File: config.mk
export PLATFORM = sky130hd
export DESIGN_NAME = pong_paddle_gen
export DESIGN_NICKNAME = d
export VERILOG_FILES = /design/src/rtl/pong_pkg.sv /design/src/rtl/pong_paddle_motion.sv /design/src/rtl/pong_paddle_gen.sv
export SDC_FILE = /design/constraint.sdc
export NUM_CORES = 1
export LEC_CHECK = 0
export CAP_MARGIN = 5
export CORE_MARGIN = 5
export CORE_UTILIZATION = 30
export CTS_BUF_LIST = sky130_fd_sc_hd__clkbuf_8
export DETAILED_ROUTE_END_ITERATION = 7
export GPL_ROUTABILITY_DRIVEN = 0
export PLACE_DENSITY_LB_ADDON = 0.2
export SKIP_CTS_REPAIR_TIMING = 1
export SYNTH_ARGS = -nofsm -noshare
export SYNTH_HDL_FRONTEND = slang
export SYNTH_HIERARCHICAL = 1
export SYNTH_SLANG_ARGS = --single-unit
File: constraint.sdc
create_clock -name vga_clk -period 7.7 [get_ports vga_clk]
set_input_delay 1.155 -clock vga_clk [delete_from_list [all_inputs] [get_ports vga_clk]]
set_output_delay 1.155 -clock vga_clk [all_outputs]
set_load 0.01 [all_outputs]
File: src/rtl/pong_pkg.sv
// Shared constants and encodings for the pong display pipeline.
package pong_pkg;

  // Visible screen area
  localparam int unsigned H_ACT = 640;
  localparam int unsigned V_ACT = 480;

  // RGB565 colours
  localparam logic [15:0] ColorBlack = 16'h0000;
  localparam logic [15:0] ColorWhite = 16'hFFFF;
  localparam logic [15:0] ColorRed   = 16'hF800;

  // Paddle motion states
  typedef enum logic [1:0] {
    StIdle  = 2'd0,
    StMoveL = 2'd1,
    StMoveR = 2'd2,
    StBrake = 2'd3
  } motion_state_e;

  // Ball contact zone on the paddle
  typedef enum logic [1:0] {
    ZoneNone   = 2'd0,
    ZoneLeft   = 2'd1,
    ZoneCentre = 2'd2,
    ZoneRight  = 2'd3
  } hit_zone_e;

endpackage

File: src/rtl/pong_paddle_motion.sv
// Paddle motion: button-driven acceleration, braking and wall clamping.
// Position and speed change only on frame_start so the paddle never tears.
module pong_paddle_motion
  import pong_pkg::*;
#(
  parameter int unsigned HAct     = H_ACT,
  parameter int unsigned PaddleW  = 40,
  parameter int unsigned XInit    = 320,
  parameter int unsigned MaxSpeed = 8,
  parameter int unsigned AccelDiv = 4
) (
  input  logic       vga_clk,
  input  logic       sys_rst,
  input  logic       frame_start,
  input  logic       btn_left,
  input  logic       btn_right,
  output logic [9:0] paddle_x
);

  localparam logic [3:0] SpeedMax = 4'(MaxSpeed);
  localparam logic [3:0] CntLast  = 4'(AccelDiv - 1);
  // The frame that starts a move already counts toward the first speed step
  localparam logic [3:0] CntStart = (AccelDiv > 1) ? 4'd1 : 4'd0;
  localparam logic [9:0] XReset   = 10'(XInit);
  localparam logic signed [10:0] XMin = 11'(PaddleW / 2);
  localparam logic signed [10:0] XMax = 11'(HAct - PaddleW / 2);

  motion_state_e      state_q, state_d;
  logic [3:0]         speed_q, speed_d;
  logic [3:0]         cnt_q, cnt_d;
  logic               dir_q, dir_d;  // 1 = right
  logic [9:0]         x_q, x_d;

  logic               req_l, req_r, same_dir;
  logic signed [10:0] x_ext, step, x_next;

  // Next-state, speed and position, evaluated once per frame
  always_comb begin
    state_d  = state_q;
    speed_d  = speed_q;
    cnt_d    = cnt_q;
    dir_d    = dir_q;
    x_d      = x_q;
    x_ext    = '0;
    step     = '0;
    x_next   = '0;
    req_l    = btn_left & ~btn_right;
    req_r    = btn_right & ~btn_left;
    same_dir = dir_q ? req_r : req_l;

    if (frame_start) begin
      unique case (state_q)
        StIdle: begin
          if (req_l | req_r) begin
            state_d = req_r ? StMoveR : StMoveL;
            dir_d   = req_r;
            speed_d = 4'd1;
            cnt_d   = CntStart;
          end
        end
        StMoveL, StMoveR: begin
          if (same_dir) begin
            if (cnt_q >= CntLast) begin
              cnt_d = '0;
              if (speed_q < SpeedMax) speed_d = speed_q + 4'd1;
            end else begin
              cnt_d = cnt_q + 4'd1;
            end
          end else begin
            cnt_d   = '0;
            speed_d = (speed_q > 4'd1) ? speed_q - 4'd1 : 4'd0;
            state_d = (speed_q > 4'd1) ? StBrake : StIdle;
          end
        end
        StBrake: begin
          // Opposite requests wait until the paddle has stopped
          if (same_dir) begin
            state_d = dir_q ? StMoveR : StMoveL;
          end else begin
            speed_d = (speed_q > 4'd1) ? speed_q - 4'd1 : 4'd0;
            state_d = (speed_q > 4'd1) ? StBrake : StIdle;
          end
        end
        default: state_d = StIdle;
      endcase

      x_ext  = $signed({1'b0, x_q});
      step   = $signed({7'd0, speed_d});
      x_next = dir_d ? x_ext + step : x_ext - step;

      if (x_next < XMin || x_next > XMax) begin
        x_d     = (x_next < XMin) ? XMin[9:0] : XMax[9:0];
        speed_d = '0;
        cnt_d   = '0;
        state_d = StIdle;
      end else begin
        x_d = x_next[9:0];
      end
    end
  end

  // Motion state registers
  always_ff @(posedge vga_clk) begin
    if (sys_rst) begin
      state_q <= StIdle;
      speed_q <= '0;
      cnt_q   <= '0;
      dir_q   <= 1'b0;
      x_q     <= XReset;
    end else begin
      state_q <= state_d;
      speed_q <= speed_d;
      cnt_q   <= cnt_d;
      dir_q   <= dir_d;
      x_q     <= x_d;
    end
  end

  assign paddle_x = x_q;

endmodule

File: src/rtl/pong_paddle_gen.sv
// Paddle generator: owns paddle position, renders it into the RGB565 stream
// and reports ball contact with a hit zone. Render and hit are registered.
// Optional macro PONG_PADDLE_BORDER_EN draws a 2-pixel border in BorderColor.
module pong_paddle_gen
  import pong_pkg::*;
#(
  parameter int unsigned HAct     = H_ACT,
  parameter int unsigned PaddleW  = 40,
  parameter int unsigned PaddleH  = 100,
  parameter int unsigned PaddleY  = 420,
  parameter int unsigned XInit    = 320,
  parameter int unsigned MaxSpeed = 8,
  parameter int unsigned AccelDiv = 4,
`ifdef PONG_PADDLE_BORDER_EN
  parameter logic [15:0] BorderColor = ColorRed,
`endif
  parameter logic [15:0] Color    = ColorWhite
) (
  input  logic        vga_clk,
  input  logic        sys_rst,
  input  logic        frame_start,
  input  logic        btn_left,
  input  logic        btn_right,
  input  logic [9:0]  pix_x,
  input  logic [9:0]  pix_y,
  input  logic [9:0]  ball_x,
  input  logic [9:0]  ball_y,
  output logic [9:0]  paddle_x,
  output logic [15:0] pix_data,
  output logic        paddle_hit,
  output logic [1:0]  hit_zone
);

  localparam logic [10:0] HalfW  = 11'(PaddleW / 2);
  localparam logic [10:0] YTop   = 11'(PaddleY);
  localparam logic [10:0] YEnd   = 11'(PaddleY + PaddleH);
  localparam logic [10:0] ZoneLo = 11'(PaddleW / 3);
  localparam logic [10:0] ZoneHi = 11'(PaddleW - PaddleW / 3);

  logic [15:0] pix_data_q, pix_data_d;
  logic        hit_q, hit_d;
  logic [1:0]  zone_q, zone_d;

  logic [10:0] px, py, bx, by, pl, ball_off;
  logic        in_pix, in_ball;
`ifdef PONG_PADDLE_BORDER_EN
  logic [10:0] pix_dx, pix_dy;
  logic        on_edge;
`endif

  pong_paddle_motion #(
    .HAct     (HAct),
    .PaddleW  (PaddleW),
    .XInit    (XInit),
    .MaxSpeed (MaxSpeed),
    .AccelDiv (AccelDiv)
  ) u_motion (
    .vga_clk     (vga_clk),
    .sys_rst     (sys_rst),
    .frame_start (frame_start),
    .btn_left    (btn_left),
    .btn_right   (btn_right),
    .paddle_x    (paddle_x)
  );

  // Render and hit comparators; all 11-bit so the left edge never underflows
  always_comb begin
    px       = {1'b0, pix_x};
    py       = {1'b0, pix_y};
    bx       = {1'b0, ball_x};
    by       = {1'b0, ball_y};
    pl       = {1'b0, paddle_x};
    in_pix   = (py >= YTop) && (py < YEnd) && (pl <= px + HalfW) && (px < pl + HalfW);
    in_ball  = (by >= YTop) && (by < YEnd) && (pl <= bx + HalfW) && (bx < pl + HalfW);
    ball_off = bx + HalfW - pl;

    pix_data_d = ColorBlack;
`ifdef PONG_PADDLE_BORDER_EN
    pix_dx  = px + HalfW - pl;
    pix_dy  = py - YTop;
    on_edge = (pix_dx < 11'd2) || (pix_dx >= 11'(PaddleW - 2)) ||
              (pix_dy < 11'd2) || (pix_dy >= 11'(PaddleH - 2));
    if (in_pix) pix_data_d = on_edge ? BorderColor : Color;
`else
    if (in_pix) pix_data_d = Color;
`endif

    hit_d  = in_ball;
    zone_d = ZoneNone;
    if (in_ball) begin
      if (ball_off < ZoneLo)       zone_d = ZoneLeft;
      else if (ball_off >= ZoneHi) zone_d = ZoneRight;
      else                         zone_d = ZoneCentre;
    end
  end

  // Output registers (1-cycle latency)
  always_ff @(posedge vga_clk) begin
    if (sys_rst) begin
      pix_data_q <= ColorBlack;
      hit_q      <= 1'b0;
      zone_q     <= ZoneNone;
    end else begin
      pix_data_q <= pix_data_d;
      hit_q      <= hit_d;
      zone_q     <= zone_d;
    end
  end

  assign pix_data   = pix_data_q;
  assign paddle_hit = hit_q;
  assign hit_zone   = zone_q;

endmodule

; Yosys cells after proc, flatten, opt, wreduce, memory -nomap -nowiden
; Index checks and enable logic that the tools add are counted.
[totals]
latch_bits = 0
mem_bits_ro = 0
input_bits = 45
out_inout_bits = 29
memories = 0
register_bits = 40
ram_bits = 0
elab_cells = 90
[op_classes]
muxes = 32
multipliers = 0
order_cmp = 15
add_sub_neg = 9
n_bitwise = 6
shift = 0
n_reduce_logical = 14
n_div = 0
n_eq_ne = 5
[op_table]
columns = cell, count
row1 = 4-bit 2-to-1 mux, 12
row2 = 10-bit by 5-bit adder with 11-bit output (second input constant), 3
row3 = 10-bit by 11-bit <= comparator with 1-bit output, 2
row4 = 10-bit by 11-bit less-than comparator with 1-bit output, 2
row5 = 10-bit by 9-bit >= comparator with 1-bit output (second input constant), 2
row6 = 10-bit less-than comparator (second input constant), 2
row7 = 10-bit 2-to-1 mux, 2
row8 = 16-bit 2-to-1 mux, 1
row9 = 2-bit 2-to-1 mux, 7
row10 = 4-bit one-hot mux with 3 select lines, 1
row11 = 10-bit by 4-bit adder with 11-bit output, 1
row12 = 11-bit by 5-bit >= comparator with 1-bit output (second input constant), 1
row13 = 11-bit > comparator (second input constant), 1
row14 = 11-bit by 4-bit less-than comparator with 1-bit output (second input constant), 1
row15 = 11-bit by 6-bit less-than comparator with 1-bit output (second input constant), 1
row16 = 11-bit 2-to-1 mux, 1
row17 = 10-bit by 4-bit subtractor with 11-bit output, 1
row18 = 11-bit by 10-bit subtractor with 11-bit output, 1
row19 = 4-bit by 1-bit adder with 4-bit output (second input constant), 2
row20 = 4-bit one-hot mux with 2 select lines, 1
row21 = 1-bit logical AND, 6
row22 = 1-bit 2-to-1 mux, 6
row23 = 2-bit one-hot mux with 3 select lines, 1
row24 = 3-bit AND reduction, 2
row25 = other kinds (16), 21

; Longest topological paths before layout
; Gate-level depths: netlist (run 1).
[depth]
word_depth = 12
depth_mapped = 21
ltp_nobuf = 21

; Modules after synthesis
; The synthesis (run 1) kept the hierarchy.
[by_module_without_submodules]
columns = module, cells_each, seq_area_each_um2, instances, area_per_inst_um2
row1 = pong_paddle_motion, 254, 420.4, 1, 2029.4
row2 = pong_paddle_gen, 237, 80.1, 1, 1811.7

; Worst setup path before layout (run 1)
; Ideal clock, no wire load.
[synth_timing]
path_type = input to register
from = input port btn_left
to = register u_motion.speed_q[2]
required_ps = 7583
path_buffers = 1
cell_stages = 21
setup_time_ps = 117
arrival_ps = 5012
path_slack_ps = 2570
path_cell_list = inv_1 ha_1 mux2i_1 buf_4 nand2_1 o22ai_1 a22oi_1 o21ai_0 inv_1 ha_1 nor2_1 xnor2_1 ha_1 a21oi_1 a2111o_1 and4_1 a311o_1 or2_1 o2bb2ai_4 nor2_2 a32o_1
[synth_via]
elab_chain_len = 11
word_cells_on_any_way = 20
classes_between = add/sub: 2 / order compare: 2 / mux: 11 / bitwise: 4 / reduce/logical: 1
[synth_rtl]
columns = element, line_no
row1 = "start, declared", pong_paddle_gen.sv:22  ; input logic btn_left,
row2 = 1-bit inverter, pong_paddle_motion.sv:48  ; req_r = btn_right & ~btn_left;
row3 = 1-bit bitwise AND, pong_paddle_motion.sv:48
row4 = 1-bit 2-to-1 mux or 1-bit OR (tied branches), "pong_paddle_motion.sv:49, pong_paddle_motion.sv:54"
row5 = 4-bit 2-to-1 mux (on tied branches), "pong_paddle_motion.sv:77, pong_paddle_motion.sv:54, pong_paddle_motion.sv:62"
row6 = 4-bit one-hot mux with 3 select lines, pong_paddle_motion.sv:52  ; unique case (state_q)
row7 = 4-bit 2-to-1 mux, pong_paddle_motion.sv:51  ; if (frame_start) begin
row8 = 10-bit by 4-bit subtractor with 11-bit output or 10-bit by 4-bit adder with 11-bit output (tied branches), pong_paddle_motion.sv:89  ; x_next = dir_d ? x_ext + step : x_ext - step;
row9 = 11-bit 2-to-1 mux, pong_paddle_motion.sv:89
row10 = 11-bit by 6-bit less-than comparator with 1-bit output or 11-bit > comparator (tied branches), pong_paddle_motion.sv:91  ; if (x_next < XMin || x_next > XMax) begin
row11 = 1-bit logical OR, pong_paddle_motion.sv:91
row12 = 4-bit 2-to-1 mux *, pong_paddle_motion.sv:91
row13 = "end signal, assigned", pong_paddle_motion.sv:112  ; speed_q <= speed_d;
row14 = "end, declared", pong_paddle_motion.sv:29  ; logic [3:0] speed_q, speed_d;
; Mark *: on every way between the ends. The rest lies on a longest branch, timed or not. The select of a mux whose other input is x is not followed.
; A chain may end at the register's enable or synchronous reset.

; Final worst setup path (run 1)
[layout_timing]
from = input port btn_left
to = register u_motion.x_q[2], in the netlist u_motion/paddle_x[2]
[layout_via]
elab_chain_len = 11
word_cells_on_any_way = 20
classes_between = add/sub: 2 / order compare: 2 / mux: 11 / bitwise: 4 / reduce/logical: 1
[layout_rtl]
columns = element, line_no
row1 = 1-bit inverter, pong_paddle_motion.sv:48
row2 = 1-bit bitwise AND, pong_paddle_motion.sv:48
row3 = 1-bit 2-to-1 mux or 1-bit OR (tied branches), "pong_paddle_motion.sv:49, pong_paddle_motion.sv:54"
row4 = 4-bit 2-to-1 mux (on tied branches), "pong_paddle_motion.sv:77, pong_paddle_motion.sv:54, pong_paddle_motion.sv:62"
row5 = 4-bit one-hot mux with 3 select lines, pong_paddle_motion.sv:52
row6 = 4-bit 2-to-1 mux, pong_paddle_motion.sv:51
row7 = 10-bit by 4-bit subtractor with 11-bit output or 10-bit by 4-bit adder with 11-bit output (tied branches), pong_paddle_motion.sv:89
row8 = 11-bit 2-to-1 mux *, pong_paddle_motion.sv:89
row9 = 11-bit by 6-bit less-than comparator with 1-bit output or 11-bit > comparator (tied branches), pong_paddle_motion.sv:91
row10 = 1-bit logical OR, pong_paddle_motion.sv:91
row11 = 10-bit 2-to-1 mux *, pong_paddle_motion.sv:91
row12 = "end signal, assigned", pong_paddle_motion.sv:109  ; x_q <= XReset;
row13 = "end, declared", pong_paddle_motion.sv:32  ; logic [9:0] x_q, x_d;
; Marked as above.

==> flow_summary.ini, run 1 <==
[power]
peakVddDrop_mv = 0.1696
power.density_mw_per_mm2 = 374.5
p_leak_nw = 1.810
p_total_mw = 1.739

[timing]
fmax_mhz = 155.3
period_needed_ns = 6.440
whs_ns = 0.4921
tns_ns = 0
layout_setup_ws_ns = 1.260
skew_ns = 0.009577
setup_viol = 0
period_share = 0.8364
rsz0062_at_grt = no
relSlewSlack = 0.3497
slew_violations = 0
worst_pin_slew_ns = 0.9723
hold_viol = 0

[setup_path]
critPathMaxFanout = 11
crit_chain = clkdlybuf4s50_1 > inv_1 > ha_1 > mux2i_1 > nand2_1 > o22ai_1 > a22oi_1 > o21ai_0 > inv_1 > ha_1 > nor2_1 > xnor2_1 > ha_1 > a21oi_1 > a2111o_1 > and4_1 > a311o_1 > or2_1 > o2bb2ai_4 > nor2_2 > a311oi_1
cp-end-kind = flip-flop
arrival_ns = 6.61
reg2reg_from = u_motion/dir_q
r2r_cells = 18
worstPathRequired_ns = 7.87
crit_path_top_delay_cell = mux2i_1
startpoint = btn_left
cpMostUsedCell = ha_1
start_kind = input pin
slowest_delay_ns = 0.67
critPathKind = in2reg

[placed_design]
dpl_worst_slack_ns = 0.9799
buffer_ports.inserted = 69
dpl.cell_count = 708
hpwl_um = 8788

[synth]
avgSynthCellArea_um2 = 7.823
synth_edf_count = 0
ys_seq_elements = 25
synth-seq-area-share = 0.1303
synth_top_family_by_area = compound AO/OA/AOI/OAI gates
synthAdderAreaFrac = 0.2091
ys_types = 78
ys_warn_count = 6
synth_cells = 491
synth_xor_xnor_area_share = 0.07264
yosysTopAreaCell = ha_1
synth-compound-area-share = 0.2866
async_flop_share = 0
synth_fp_nets = 599
ys.flop_type = dfxtp_1
synthMuxAreaShare = 0.01368
syn-cell-area_mm2 = 0.003841
synth_top_area_share = 0.1987
synth_area_leaders = ha_1, dfxtp_1, a21oi_1, xnor2_1, inv_1
synth-simple-area-share = 0.2107

[detailed_routing]
vias = 3703
routedWlPerCell_um = 14.87
drtAntennaViolNets = 0
first_pass_iters = 4
totalWireLength_um = 10590
viasPerCell = 5.201
drc = 0
drt_iter0_drc = 168

[floorplan]
dieWidth_um = 123.2
dieArea_mm2 = 0.01517
core_area_mm2 = 0.01257
initial_utilization = 0.3056
die-height_um = 123.2
io-pin-count = 74
placement_rows = 41

[cts]
clk_path_buf_depth = 2
clkTransAtPathRegs_ns = 0.10
clock_sinks = 25
cts_root_buf = clkbuf_8
cts_tree = done
cts_inserted_buffers = 3
worstSkewPairLatency_ns = 0.28
htreeDepth = 1

[status]
outcome = finished clean

[job]
drv_cap = 0

[finish]
num-fill-cells = 1309
final_common_cell = clkdlybuf4s50_1
final_cell_mix = clkdlybuf4s50_1, ha_1, a21oi_1
multiInputGateArea_mm2 = 0.003045
antenna_cells = 0
syn_to_final_growth_pct = 20.88
register_area_um2 = 500.5
final_nets = 649
finalNonFillerCells = 712
drive_gt1_frac = 0.04074

[worst_hold_path]
hold_path.class = reg2reg
holdPathStages = 1
min_from = u_motion/cnt_q[2]

[global_routing]
grt_pass1_vias = 3622
grt_pass1_wl_um = 17510
antenna_found_initial = 0
gr-usage-all-layers = 0.1400
grt.overflow.total = 0
grt_start_max_net_pins = 22
## critical path: cells and delay by family
family / cells / cell delay, ns
adder cells (fa/ha/maj): 3 / 0.85
XOR/XNOR: 1 / 0.10
multiplexers: 1 / 0.67
AO/OA/AOI/OAI: 8 / 2.22
AND/OR/NAND/NOR: 5 / 0.97
buffers and inverters: 3 / 0.66
## final cells by class
type / count / area share
Multi-Input combinational cell: 404 / 0.6559
Timing Repair Buffer: 69 / 0.1487
Sequential cell: 25 / 0.1078
Tap cell: 172 / 0.04635
Inverter: 38 / 0.03072
Clock buffer: 3 / 0.008892
Clock inverter: 1 / 0.001617
## synth_stat cells (all sizes together), types with 3 or more instances
master,count
o31a,3
nor3,18
clkbuf,6
a31oi,4
nor2,28
nand2,35
a32o,3
nor2b,9
nand4,4
mux2i,3
a21oi,52
a211oi,8
ha,61
or3,8
nand2b,8
buf,18
and3,4
o21a,7
nor4,8
o21ai,26
o22ai,3
o31ai,4
o2111ai,5
a21o,6
dfxtp,25
inv,37
xnor2,19
nand3,16
xor2,12
or2,5
a2111oi,4
## metal layers
metal  global-route usage  wire length [um]  vias to the layer above  share of wire
met4              0.02422               108                        0          0.010
met1               0.1806              4978                     1739           0.47
li1                     -                 -                     1907              -
met3              0.01830               329                        8          0.031
met2               0.2514              5170                       49           0.49
met5                    0                 0                        -              0
## cell families after synthesis
kind of cell,Yosys count
AO/OA/AOI/OAI,152
XOR/XNOR,31
adder cells (fa/ha/maj),63
buffers and inverters,62
flip-flops,25
multiplexers,5
AND/OR/NAND/NOR,153
## worst paths after layout
check	slack, ns	endpoint
worst min register to register	0.49	u_motion/cnt_q[2]
worst max-delay path	1.26	u_motion/paddle_x[2]
worst max register to register	2.43	u_motion/paddle_x[2]
worst min-delay path	0.49	u_motion/cnt_q[2]
## state kept, by name, summed over array words and instances (netlist names)
register,count
hit_zone,2
paddle_hit,1
pix_data,1
u_motion/cnt_q,4
u_motion/dir_q,1
u_motion/paddle_x,10
u_motion/speed_q,4
u_motion/state_q,2
## through the flow
step             util  instance area (um2)
2_1_floorplan       -                 3841
3_3_place_gp   0.3656                 4594
3_5_place_dp   0.3656                 4594
4_1_cts        0.3694                 4643
5_1_grt        0.3694                 4643
6_report       0.3694                 4643
## where the power goes
group,total [mW],leakage [nW],switching [mW],internal (mW)
clock network,0.0838,0.0217,0.0470,0.0368
registers,0.220,0.204,0.0615,0.158
logic,1.44,1.58,0.827,0.608
Power figures use the tool's default switching activity.
==> run 2: changes to the inputs <==
==> constraint.sdc (replaced) <==
create_clock -name vga_clk -period 5.8 [get_ports vga_clk]
set_input_delay 0.87 -clock vga_clk [delete_from_list [all_inputs] [get_ports vga_clk]]
set_output_delay 0.87 -clock vga_clk [all_outputs]
set_load 0.01 [all_outputs]
==> flow_summary.ini, run 2 (synthesized netlist as in run 1, its figures left out) <==
[status]
outcome = finished clean

[job]
drv_cap = 0

[setup_path]
crit_path_top_delay_cell = clkdlybuf4s50_1
cp-end-kind = flip-flop
worstPathRequired_ns = 5.96
critPathMaxFanout = 11
critPathBufInv = 5
arrival_ns = 5.55
cp_top_family = compound AO/OA/AOI/OAI gates
critPathKind = in2reg
r2r_slack_ns = 0.81
start_kind = input pin
slowest_delay_ns = 0.48
crit_chain = clkdlybuf4s50_1 > inv_1 > ha_1 > mux2i_1 > buf_4 > nand2_1 > o22ai_1 > a22oi_1 > o21ai_0 > buf_4 > inv_1 > ha_1 > nor2_1 > a21oi_1 > fa_1 > a211oi_1 > o21ai_1 > a21o_1 > o2bb2ai_1 > or3_1 > o2bb2ai_4 > nor2_2 > a311oi_1

[finish]
largest_register_ffs = 10
final_util = 0.3784
final_cell_mix = clkdlybuf4s50_1, ha_1, a21oi_1
drive_gt1_frac = 0.06667
final_nets = 664
syn_to_final_growth_pct = 23.81
final_common_cell = clkdlybuf4s50_1
finalNonFillerCells = 727
final_area_mm2 = 0.004756
antenna_cells = 0

[timing]
relSlewSlack = 0.3725
setup_viol = 0
slew_violations = 0
hold_viol = 0
period_share = 0.9296
skew_ns = 0.008858
fmax_mhz = 185.5
tns_ns = 0
period_needed_ns = 5.391
rsz0062_at_grt = no
worst_pin_slew_ns = 0.9383

[cts]
clkTransAtPathRegs_ns = 0.09
htreeDepth = 1
worstSkewPairLatency_ns = 0.27
cts_tree = done
clk_path_buf_depth = 2
cts_root_buf = clkbuf_8
clock_sinks = 25
cts_inserted_buffers = 3

[global_routing]
grt_pass1_vias = 3759
grt_pass1_wl_um = 17640
gr-usage-all-layers = 0.1405
antenna_found_initial = 0
grt_start_max_net_pins = 22
grt.overflow.total = 0

[placed_design]
dpl.cell_count = 723
placed_cell_area_mm2 = 0.004707
buffer_ports.inserted = 69
hpwl_um = 8948

[floorplan]
core_area_mm2 = 0.01257
dieWidth_um = 123.2
dieArea_mm2 = 0.01517
initial_utilization = 0.3056
placement_rows = 41
die-height_um = 123.2
io-pin-count = 74

[detailed_routing]
vias = 3789
drtAntennaViolNets = 0
drt_iter0_drc = 135
drc = 0
routedWlPerCell_um = 14.65
first_pass_iters = 4
viasPerCell = 5.212
totalWireLength_um = 10650

[power]
switching_share = 0.5209
peakVddDrop_mv = 0.2762
internal-power_mw = 1.162
switching_power_mw = 1.264
p_total_mw = 2.426
p_leak_nw = 1.882
power.density_mw_per_mm2 = 510.1
clockPowerShare = 0.044
p_comb_frac = 0.836
p_seq_frac = 0.120

[worst_hold_path]
hold_path.class = reg2reg
## run 2: power groups by stage
stage / clock network, mW / logic (mW) / registers [mW]
2_1_floorplan: 0 / 1.47 / 0.273
3_5_place_dp: 0 / 2.03 / 0.298
4_1_cts: 0.110 / 2.04 / 0.295
6_report: 0.106 / 2.03 / 0.291
3_3_place_gp: 0 / 2.00 / 0.297
5_1_grt: 0.117 / 2.28 / 0.299
## run 2: path summary, 6_finish.rpt
| check | from | end | cells past startpoint |
|---|---|---|---|
| max | btn_left | u_motion/paddle_x[2] | 23 |
| max reg2reg | u_motion/speed_q[0] | u_motion/paddle_x[2] | 22 |
| min reg2reg | u_motion/cnt_q[2] | u_motion/cnt_q[2] | 1 |
| min | u_motion/cnt_q[2] | u_motion/cnt_q[2] | 1 |
## run 2: worst register-to-register path: stages (launching register included)
cell	delay, ns
dfxtp_1	0.40
inv_1	0.14
ha_1	0.22
nor2_1	0.07
or3_1	0.37
nand2_1	0.15
o22ai_1	0.10
a22oi_1	0.20
o21ai_0	0.10
buf_4	0.16
nor3_1	0.26
ha_1	0.28
nor2_1	0.10
a21oi_1	0.06
ha_1	0.31
nand2_1	0.08
a2111o_1	0.43
and4_1	0.19
a311o_1	0.39
or2_1	0.29
o2bb2ai_4	0.19
nor2_2	0.11
a311oi_1	0.29
## run 2: per-stage QoR
step                      hold WS (ns)  worst slack, ns
after CTS                       0.4896           0.4036
after global placement          0.4653           0.2241
final                           0.4861           0.4086
after floorplan                 0.4559           0.9552
after global routing            0.5028          0.08125
after detailed placement        0.4734           0.1294
## run 2: cell type report
class	instances	area (um2)
multi-input combinational	404	3045
sequential	25	500.5
clock inverter	1	7.507
clock buffer	3	41.29
fill	1294	7812
tap	172	215.2
inverter	38	142.6
timing repair buffer	84	803.3
## run 2: metal layers
layer  part of all wire  GRT usage  vias to the layer above
li1                   -          -                     1929
met1               0.46     0.1784                     1797
met2               0.50     0.2569                       55
met3              0.030    0.01830                        8
met4              0.010    0.02215                        0
met5                  0          0                        -
